==> src/rtl/mxint8_block_assembler_pkg.sv <==
// ---------------------------------------------------------------------------
// mxint8_block_assembler_pkg
//
// Shared MXINT8 format constants used by the ALU input stage and its bench.
//   MXINT8_ELEMENT_WIDTH : bits per two's-complement element
//   BLOCK_SIZE           : elements per MXINT8 block
//   MXINT8_SCALE_WIDTH   : bits of the shared E8M0 scale
//   MXINT8_UNUSED_ENCODE : the reserved element code (-128); consumers decide
//                          what it means, the assembler passes it through
//   cnt_width()          : beat counter width, never less than one bit
// ---------------------------------------------------------------------------
package mxint8_block_assembler_pkg;

   localparam int MXINT8_ELEMENT_WIDTH = 8;
   localparam int BLOCK_SIZE           = 32;
   localparam int MXINT8_SCALE_WIDTH   = 8;

   localparam logic [MXINT8_ELEMENT_WIDTH-1:0] MXINT8_UNUSED_ENCODE = 8'h80;

   // A single-beat block still needs a one-bit counter to keep the
   // declarations legal.
   function automatic int cnt_width(input int beats);
      return (beats > 1) ? $clog2(beats) : 1;
   endfunction

endpackage : mxint8_block_assembler_pkg

==> src/rtl/mxint8_block_assembler.sv <==
// ---------------------------------------------------------------------------
// mxint8_block_assembler
//
// Input stage of the MXINT8 ALU datapath. Collects BEATS narrow beats of
// LANES elements each into one full block (shared scale + BLOCK_SIZE
// elements) and presents it in parallel, held stable under valid/ready.
// A single output buffer is used; the beat that completes a handshake may
// simultaneously be beat 0 of the next block, so back-to-back blocks run at
// one block per BEATS cycles.
//
// Ports:
//   i_clk, i_rst_n      clock, asynchronous active-low reset
//   i_in_valid          input beat valid
//   o_in_ready          input beat accepted when i_in_valid & o_in_ready
//   i_in_scale          shared scale, sampled on beat 0 only
//   i_in_elements       LANES packed elements, lane k = bits [8k+7:8k]
//   i_in_last           end-of-block marker (framing check only)
//   o_out_valid         assembled block valid
//   i_out_ready         downstream accepts block
//   o_scale             block scale
//   o_mxint8_elements   block elements; j from beat j/LANES, lane j%LANES
//   o_frame_err         1-cycle framing error pulse (framing check only)
//
// Build option:
//   MXINT8_ASM_FRAME_CHECK_EN  when defined, i_in_last is checked against
//                              the beat count and o_frame_err is present;
//                              otherwise framing is purely count-based.
// ---------------------------------------------------------------------------
module mxint8_block_assembler
   import mxint8_block_assembler_pkg::*;
#(
   parameter int LANES = 4
) (
   input  logic                                      i_clk,
   input  logic                                      i_rst_n,
   input  logic                                      i_in_valid,
   output logic                                      o_in_ready,
   input  logic [MXINT8_SCALE_WIDTH-1:0]             i_in_scale,
   input  logic [LANES*MXINT8_ELEMENT_WIDTH-1:0]     i_in_elements,
   input  logic                                      i_in_last,
   output logic                                      o_out_valid,
   input  logic                                      i_out_ready,
   output logic [MXINT8_SCALE_WIDTH-1:0]             o_scale,
   output logic [MXINT8_ELEMENT_WIDTH-1:0]           o_mxint8_elements [0:BLOCK_SIZE-1]
`ifdef MXINT8_ASM_FRAME_CHECK_EN
   ,
   output logic                                      o_frame_err
`endif
);

   localparam int EW    = MXINT8_ELEMENT_WIDTH;
   localparam int BEATS = BLOCK_SIZE / LANES;
   localparam int CNT_W = cnt_width(BEATS);

   localparam logic [CNT_W-1:0] LAST_BEAT = CNT_W'(BEATS - 1);

   localparam logic S_FILL = 1'b0;
   localparam logic S_FULL = 1'b1;

   logic             state_q,    state_d;
   logic [CNT_W-1:0] beat_cnt_q, beat_cnt_d;
   logic [MXINT8_SCALE_WIDTH-1:0] scale_q;
   logic [EW-1:0]    elem_q [0:BLOCK_SIZE-1];

   logic accept;
   logic handshake;
   logic last_beat;
   logic frame_abort;   // early i_in_last: drop the partial block

   // ------------------------------------------------------------------------
   // Framing decode
   // ------------------------------------------------------------------------
`ifdef MXINT8_ASM_FRAME_CHECK_EN
   logic frame_err_q, frame_err_d;

   assign frame_abort = accept & i_in_last & ~last_beat;
   // Flag both an early marker and a missing marker on the final beat.
   assign frame_err_d = accept & (i_in_last ^ last_beat);
   assign o_frame_err = frame_err_q;
`else
   logic unused_in_last;

   assign frame_abort    = 1'b0;
   assign unused_in_last = i_in_last;
`endif

   assign accept    = i_in_valid & o_in_ready;
   assign handshake = o_out_valid & i_out_ready;
   assign last_beat = (beat_cnt_q == LAST_BEAT);

   // ------------------------------------------------------------------------
   // State register
   // ------------------------------------------------------------------------
   // NOTE: sequential state uses non-blocking assignments only, so every
   // flop samples the pre-edge values regardless of process ordering.
   always_ff @(posedge i_clk or negedge i_rst_n) begin
      if (!i_rst_n) begin
         state_q    <= S_FILL;
         beat_cnt_q <= '0;
      end else begin
         state_q    <= state_d;
         beat_cnt_q <= beat_cnt_d;
      end
   end

   // ------------------------------------------------------------------------
   // Next-state logic
   // ------------------------------------------------------------------------
   // NOTE: every output of a combinational block gets a default first so no
   // path through the case leaves it unassigned and infers a latch.
   always_comb begin
      state_d    = state_q;
      beat_cnt_d = beat_cnt_q;

      if (accept) begin
         beat_cnt_d = (last_beat | frame_abort) ? '0 : beat_cnt_q + 1'b1;
      end

      case (state_q)
         S_FILL: begin
            if (accept & last_beat) begin
               state_d = S_FULL;
            end
         end
         S_FULL: begin
            // A beat accepted here is beat 0 of the next block; it only
            // keeps the buffer full when a block is a single beat.
            if (handshake) begin
               state_d = (accept & last_beat) ? S_FULL : S_FILL;
            end
         end
         default: begin
            state_d = S_FILL;
         end
      endcase
   end

   // ------------------------------------------------------------------------
   // Outputs
   // ------------------------------------------------------------------------
   // i_out_ready -> o_in_ready is the only input-to-output combinational
   // path; it lets the handshake cycle also take the next block's beat 0.
   always_comb begin
      o_out_valid = (state_q == S_FULL);
      o_in_ready  = i_rst_n & ((state_q == S_FILL) | i_out_ready);
   end

   // ------------------------------------------------------------------------
   // Block buffer
   // ------------------------------------------------------------------------
   // NOTE: the element array is reset even though it is storage: it drives
   // the output ports directly and must read as zero after reset.
   always_ff @(posedge i_clk or negedge i_rst_n) begin
      if (!i_rst_n) begin
         scale_q <= '0;
         for (int j = 0; j < BLOCK_SIZE; j++) begin
            elem_q[j] <= '0;
         end
      end else if (accept) begin
         if (beat_cnt_q == '0) begin
            scale_q <= i_in_scale;
         end
         // Elements are stored unmodified, including the unused encode.
         for (int j = 0; j < BLOCK_SIZE; j++) begin
            if (beat_cnt_q == CNT_W'(j / LANES)) begin
               elem_q[j] <= i_in_elements[(j % LANES)*EW +: EW];
            end
         end
      end
   end

`ifdef MXINT8_ASM_FRAME_CHECK_EN
   always_ff @(posedge i_clk or negedge i_rst_n) begin
      if (!i_rst_n) begin
         frame_err_q <= 1'b0;
      end else begin
         frame_err_q <= frame_err_d;
      end
   end
`endif

   assign o_scale           = scale_q;
   assign o_mxint8_elements = elem_q;

endmodule : mxint8_block_assembler

==> config.mk <==
export PLATFORM = sky130hd
export DESIGN_NAME = mxint8_block_assembler
export DESIGN_NICKNAME = d
export VERILOG_FILES = /design/src/rtl/mxint8_block_assembler_pkg.sv /design/src/rtl/mxint8_block_assembler.sv
export SDC_FILE = /design/constraint.sdc
export NUM_CORES = 1
export LEC_CHECK = 0
export ABC_CLOCK_PERIOD_IN_PS = 2400
export BUFFER_PORTS_ARGS = -buffer_cell sky130_fd_sc_hd__clkbuf_2
export CAP_MARGIN = 20
export CORE_MARGIN = 2
export CORE_UTILIZATION = 35
export CTS_CLUSTER_DIAMETER = 150
export DETAILED_ROUTE_END_ITERATION = 10
export GPL_TIMING_DRIVEN = 0
export PLACE_DENSITY = 0.62
export SYNTH_ARGS = -nofsm -noshare
export SYNTH_HDL_FRONTEND = slang
export SYNTH_SLANG_ARGS = --single-unit
==> constraint.sdc <==
create_clock -name i_clk -period 2.4 [get_ports i_clk]
set_input_delay 0.24 -clock i_clk [delete_from_list [all_inputs] [get_ports i_clk]]
set_output_delay 0.24 -clock i_clk [all_outputs]
set_load 0.05 [all_outputs]
== After elaboration in Yosys (flattened, before gate mapping) ==
Index checks and enable logic that the tools add are counted.
Operators by class
  reductions and logical operators: 9
  add/subtract/negate cells: 1
  muxes and demuxes: 4
  equal/unequal tests: 7
  bitwise logic cells: 6
Operators with widths (count)
  $reduce_and 2->1: 8
  $eq 3x3->1 const B: 4
  $eq 3x2->1 const B: 2
  $and 1x1->1: 4
  $add 3x1->3 const B: 1
  $eq 3x1->1 const B: 1
  $logic_not 3->1: 1
  $mux 3: 1
  $mux 1: 2
  $pmux 1 s2: 1
  $not 1->1: 1
  $or 1x1->1: 1
Storage, ports and cells
  logic and storage cells: 62
  flip-flop bits (word level): 268

== Depth between registers and ports, before layout ==
  word-level depth: 8
  mapped depth: 6
  mapped depth without buffers: 5

== Worst setup path after synthesis ==
No wires, ideal clock.
  path kind: reg-to-reg
  start point: register state_q, in the netlist o_out_valid
  end point: register elem_q, in the netlist o_mxint8_elements[75]
  stages on the path, launching flop included: 5
  period minus slack after synthesis: 1.803 ns
  path buffers: 1
  arrival: 1.678 ns
  setup time: 0.125 ns
  required time: 2.275 ns
  slack: 0.597 ns
  cells stage by stage: dfrtp_1 and2b_1 nor3_4 buf_6 mux2_2
Between the ends
  cells in the longest elaborated chain, start to end: 5
Ends and longest elaborated chain
  from (decl): RTL line mxint8_block_assembler.sv:60  | logic state_q, state_d;
  from (signal assigned): RTL line mxint8_block_assembler.sv:101  | state_q <= state_d;
  $not 1->1
  $or 1x1->1: RTL line mxint8_block_assembler.sv:145  | o_in_ready = i_rst_n & ((state_q == S_FILL) | i_out_ready);
  $and 1x1->1: RTL line mxint8_block_assembler.sv:145
  $and 1x1->1: RTL line mxint8_block_assembler.sv:87  | assign accept = i_in_valid & o_in_ready;
  $reduce_and 2->1 (no source line)
  to (signal, indexed assignment): RTL line mxint8_block_assembler.sv:166  | elem_q[j] <= i_in_elements[(j % LANES)*EW +: EW];
  to (decl): RTL line mxint8_block_assembler.sv:63  | logic [EW-1:0] elem_q [0:BLOCK_SIZE-1];
No other way between the ends.
A chain may end at the register's enable or synchronous reset.

== Final worst setup path ==
  start point: input port i_rst_n
  end point: register elem_q, in the netlist o_mxint8_elements[40]
Between the ends
  cells in the longest elaborated chain, start to end: 3
Ends and longest elaborated chain
  from (decl): RTL line mxint8_block_assembler.sv:35  | input logic i_rst_n,
  $and 1x1->1: RTL line mxint8_block_assembler.sv:145
  $and 1x1->1: RTL line mxint8_block_assembler.sv:87
  $reduce_and 2->1 (no source line)
No other way between the ends.

==> metrics.csv <==
stage,metric,value,unit
status,outcome,"complete, no violations",
route,Iter 0 DRT Violations,201,
global_routing,largest net degree at the start of global routing,75,
global_routing,global route overflow,0,
sta,Max Freq,467.1,MHz
setup_path,Worst Path Required,2.82,ns
placement,Final HPWL DP,18390,um
finish,Final nets,997,
route,WL final,26450,um
setup_path,Critical Path Fanout Max,64,
placement,Placer Congestion,0.7535,
synthesis,sequential area share after synthesis,64.55,%
synthesis,post-synth top area cell,dfrtp_1,
cts,Post-CTS Resized,0,
synthesis,number of library cell types mapped by synthesis,22,
route,TritonRoute pass-1 iters,4,
floorplanning,Core ar.,29400,um^2
setup_path,CP arrival,2.56,ns
route,Final ANT Viol Nets,0,
cts,clk slew on worst S/H paths,0.06,ns
sta,unrepaired setup endpoints after global routing,false,
synthesis,Syn Inst Count,592,
finish,"commonest non-fill, non-tap cell in the layout",clkbuf_2,
finish,"commonest cells after routing, fill and taps aside","308 x clkbuf_2, 268 x dfrtp_1, 188 x mux2_2",
synthesis,Syn Nets,643,
synthesis,Synth area leaders,"dfrtp_1 65%, mux2_2 20%, mux2_4 8.7%",
cts,CTS buffer count,30,
setup_path,CP cell instances,"dlygate4sd3_1, clkbuf_8, nand2_1, nor3_4, buf_6, mux2_2",
run,# Max-Cap Violations,0,
sta,Setup Skew,0.007868,ns
global_routing,first-pass GRT wire length,40880,um
placement,Port-buffer cells,309,
synthesis,Post-synth EDFFs,0,
synthesis,Ys Warns,0,
synthesis,area share of the largest cell type after synthesis,64.55,%
sta,Tmin final,2.141,ns
min_path,Hold/Removal Path Class,in -> reg,
sta,Tcrit/Tclk final,89.20,%
setup_path,CP max stage cell,dlygate4sd3_1,
floorplanning,Die ar.,31080,um^2
cts,clk_lat worst skew,0.55,ns
setup_path,Crit Path Category,in -> reg,
synthesis,mean area per synthesized cell,17.55,um^2
sta,slew margin rel.,62.49,%
floorplanning,cell row count,63,
synthesis,"Cell Area, Synth",10390,um^2
setup_path,Setup crit start kind,input pin,
cts,CTS Buffer Depth,3,
setup_path,endpoint class of the critical path,register,
global_routing,GRT Total Usage,17.01,%
synthesis,Post-synth ARST share,100.0,%
cts,"Setup Fix Bufs, Post-CTS",0,
finish,Synth-to-Final Area Change,31.17,%
setup_path,Worst path top cell family by delay,buffers and inverters,
cts,clock sink count,268,
finish,diode count,0,
global_routing,vias in the first global route,6697,
floorplanning,Initial Util,35.34,%
setup_path,critical path buffer and inverter count,3,
floorplanning,num ports,311,
sta,hold_ws,0.03245,ns
sta,worst-margin pin slew,0.5626,ns
finish,number of fill cells,2633,
floorplanning,DIE HEIGHT,176.3,um
cts,root buf cell,clkbuf_16,
global_routing,initial antenna violation count,0,
sta,final slew viol count,0,
synthesis,"Primary FF master, synth",dfrtp_1,
cts,CTS Hold Bufs,10,
route,vias,6309,
sta,Hold Fails Final Rpt,0,
floorplanning,die width,176.3,um
finish,share of cells above drive strength 1,65.94,%
cts,H-Tree Depth,1,
setup_path,crit-path max cell delay,0.53,ns
route,routed len/inst,19.46,um
sta,endpoints failing setup,0,
cts,TritonCTS clock tree,yes,
route,Vias/cell,4.642,
synthesis,Seq cells post-synth,268,
route,DRC,0,
==> layout make-up <==
class,count,area [um^2],share of cell area [%]
inverter,3,11.26,0.08263
buffer,28,234.0,1.717
sequential,268,6706,49.21
timing repair buffer,322,1738,12.75
clock inverter,9,100.1,0.7345
multi-input combinational,293,3438,25.23
clock buffer,46,912.1,6.693
tap,390,488.0,3.581
==> flip-flops by register name, summed over array words and instances, names as in the netlist <==
signal / count
o_out_valid: 1
o_mxint8_elements: 256
o_scale: 8
beat_cnt_q: 3
==> Yosys cell counts, types with 2 or more instances <==
| master | count |
|---|---|
| mux2_1 | 16 |
| mux2_2 | 188 |
| inv_1 | 3 |
| o21ai_0 | 2 |
| ha_1 | 6 |
| dfrtp_1 | 268 |
| mux2_4 | 60 |
| nor3_4 | 2 |
| buf_6 | 15 |
| and2_1 | 3 |
| and4_1 | 2 |
| nand4_1 | 2 |
| nand2_1 | 4 |
| buf_2 | 13 |
==> worst paths after layout <==
kind                                             from                      to  slack [ns]  depth (start not counted)
min in group asynchronous                     i_rst_n   o_mxint8_elements[24]        0.24                          2
worst max-delay path                          i_rst_n   o_mxint8_elements[40]        0.26                          6
worst min register to register  o_mxint8_elements[72]   o_mxint8_elements[72]        0.48                          1
worst max register to register          beat_cnt_q[0]  o_mxint8_elements[108]        0.45                          6
max in group asynchronous                     i_rst_n  o_mxint8_elements[204]        1.08                          4
worst min-delay path                i_in_elements[27]   o_mxint8_elements[99]        0.03                          2
==> per-stage QoR <==
step / instances / TNS [ns] / utilization, % / worst slack [ns] / cell area [um^2]
finish: 1359 / 0 / 46.35 / 0.2591 / 13630
detailed placement: 1294 / 0 / 42.57 / 0.1701 / 12520
global route: 1359 / 0 / 46.35 / 0.02278 / 13630
CTS: 1359 / 0 / 46.35 / 0.2042 / 13630
floorplan: 592 / 0 / - / 0.5970 / 10390
global placement: 1291 / -2569.05 / 42.26 / -5.717 / 12420
==> per-layer routing <==
layer / global-route usage, % / vias up / wire length (um)
li1: - / 2815 / -
met1: 22.24 / 3242 / 11340
met2: 27.66 / 216 / 12340
met3: 5.405 / 36 / 2270
met4: 3.994 / 0 / 500
met5: 0 / - / 0
==> kinds of logic after synthesis <==
group / count (synthesis) / share of synthesized area, %
compound gates: 2 / 0.09634
buf+inv: 31 / 2.360
mux: 265 / 30.88
simple gates: 20 / 1.397
flops: 268 / 64.55
fa+ha+maj: 6 / 0.7225
Power is left out: the tool's default activity adds up to more than one toggle a clock period on the data nets, which glitch-free logic cannot reach.
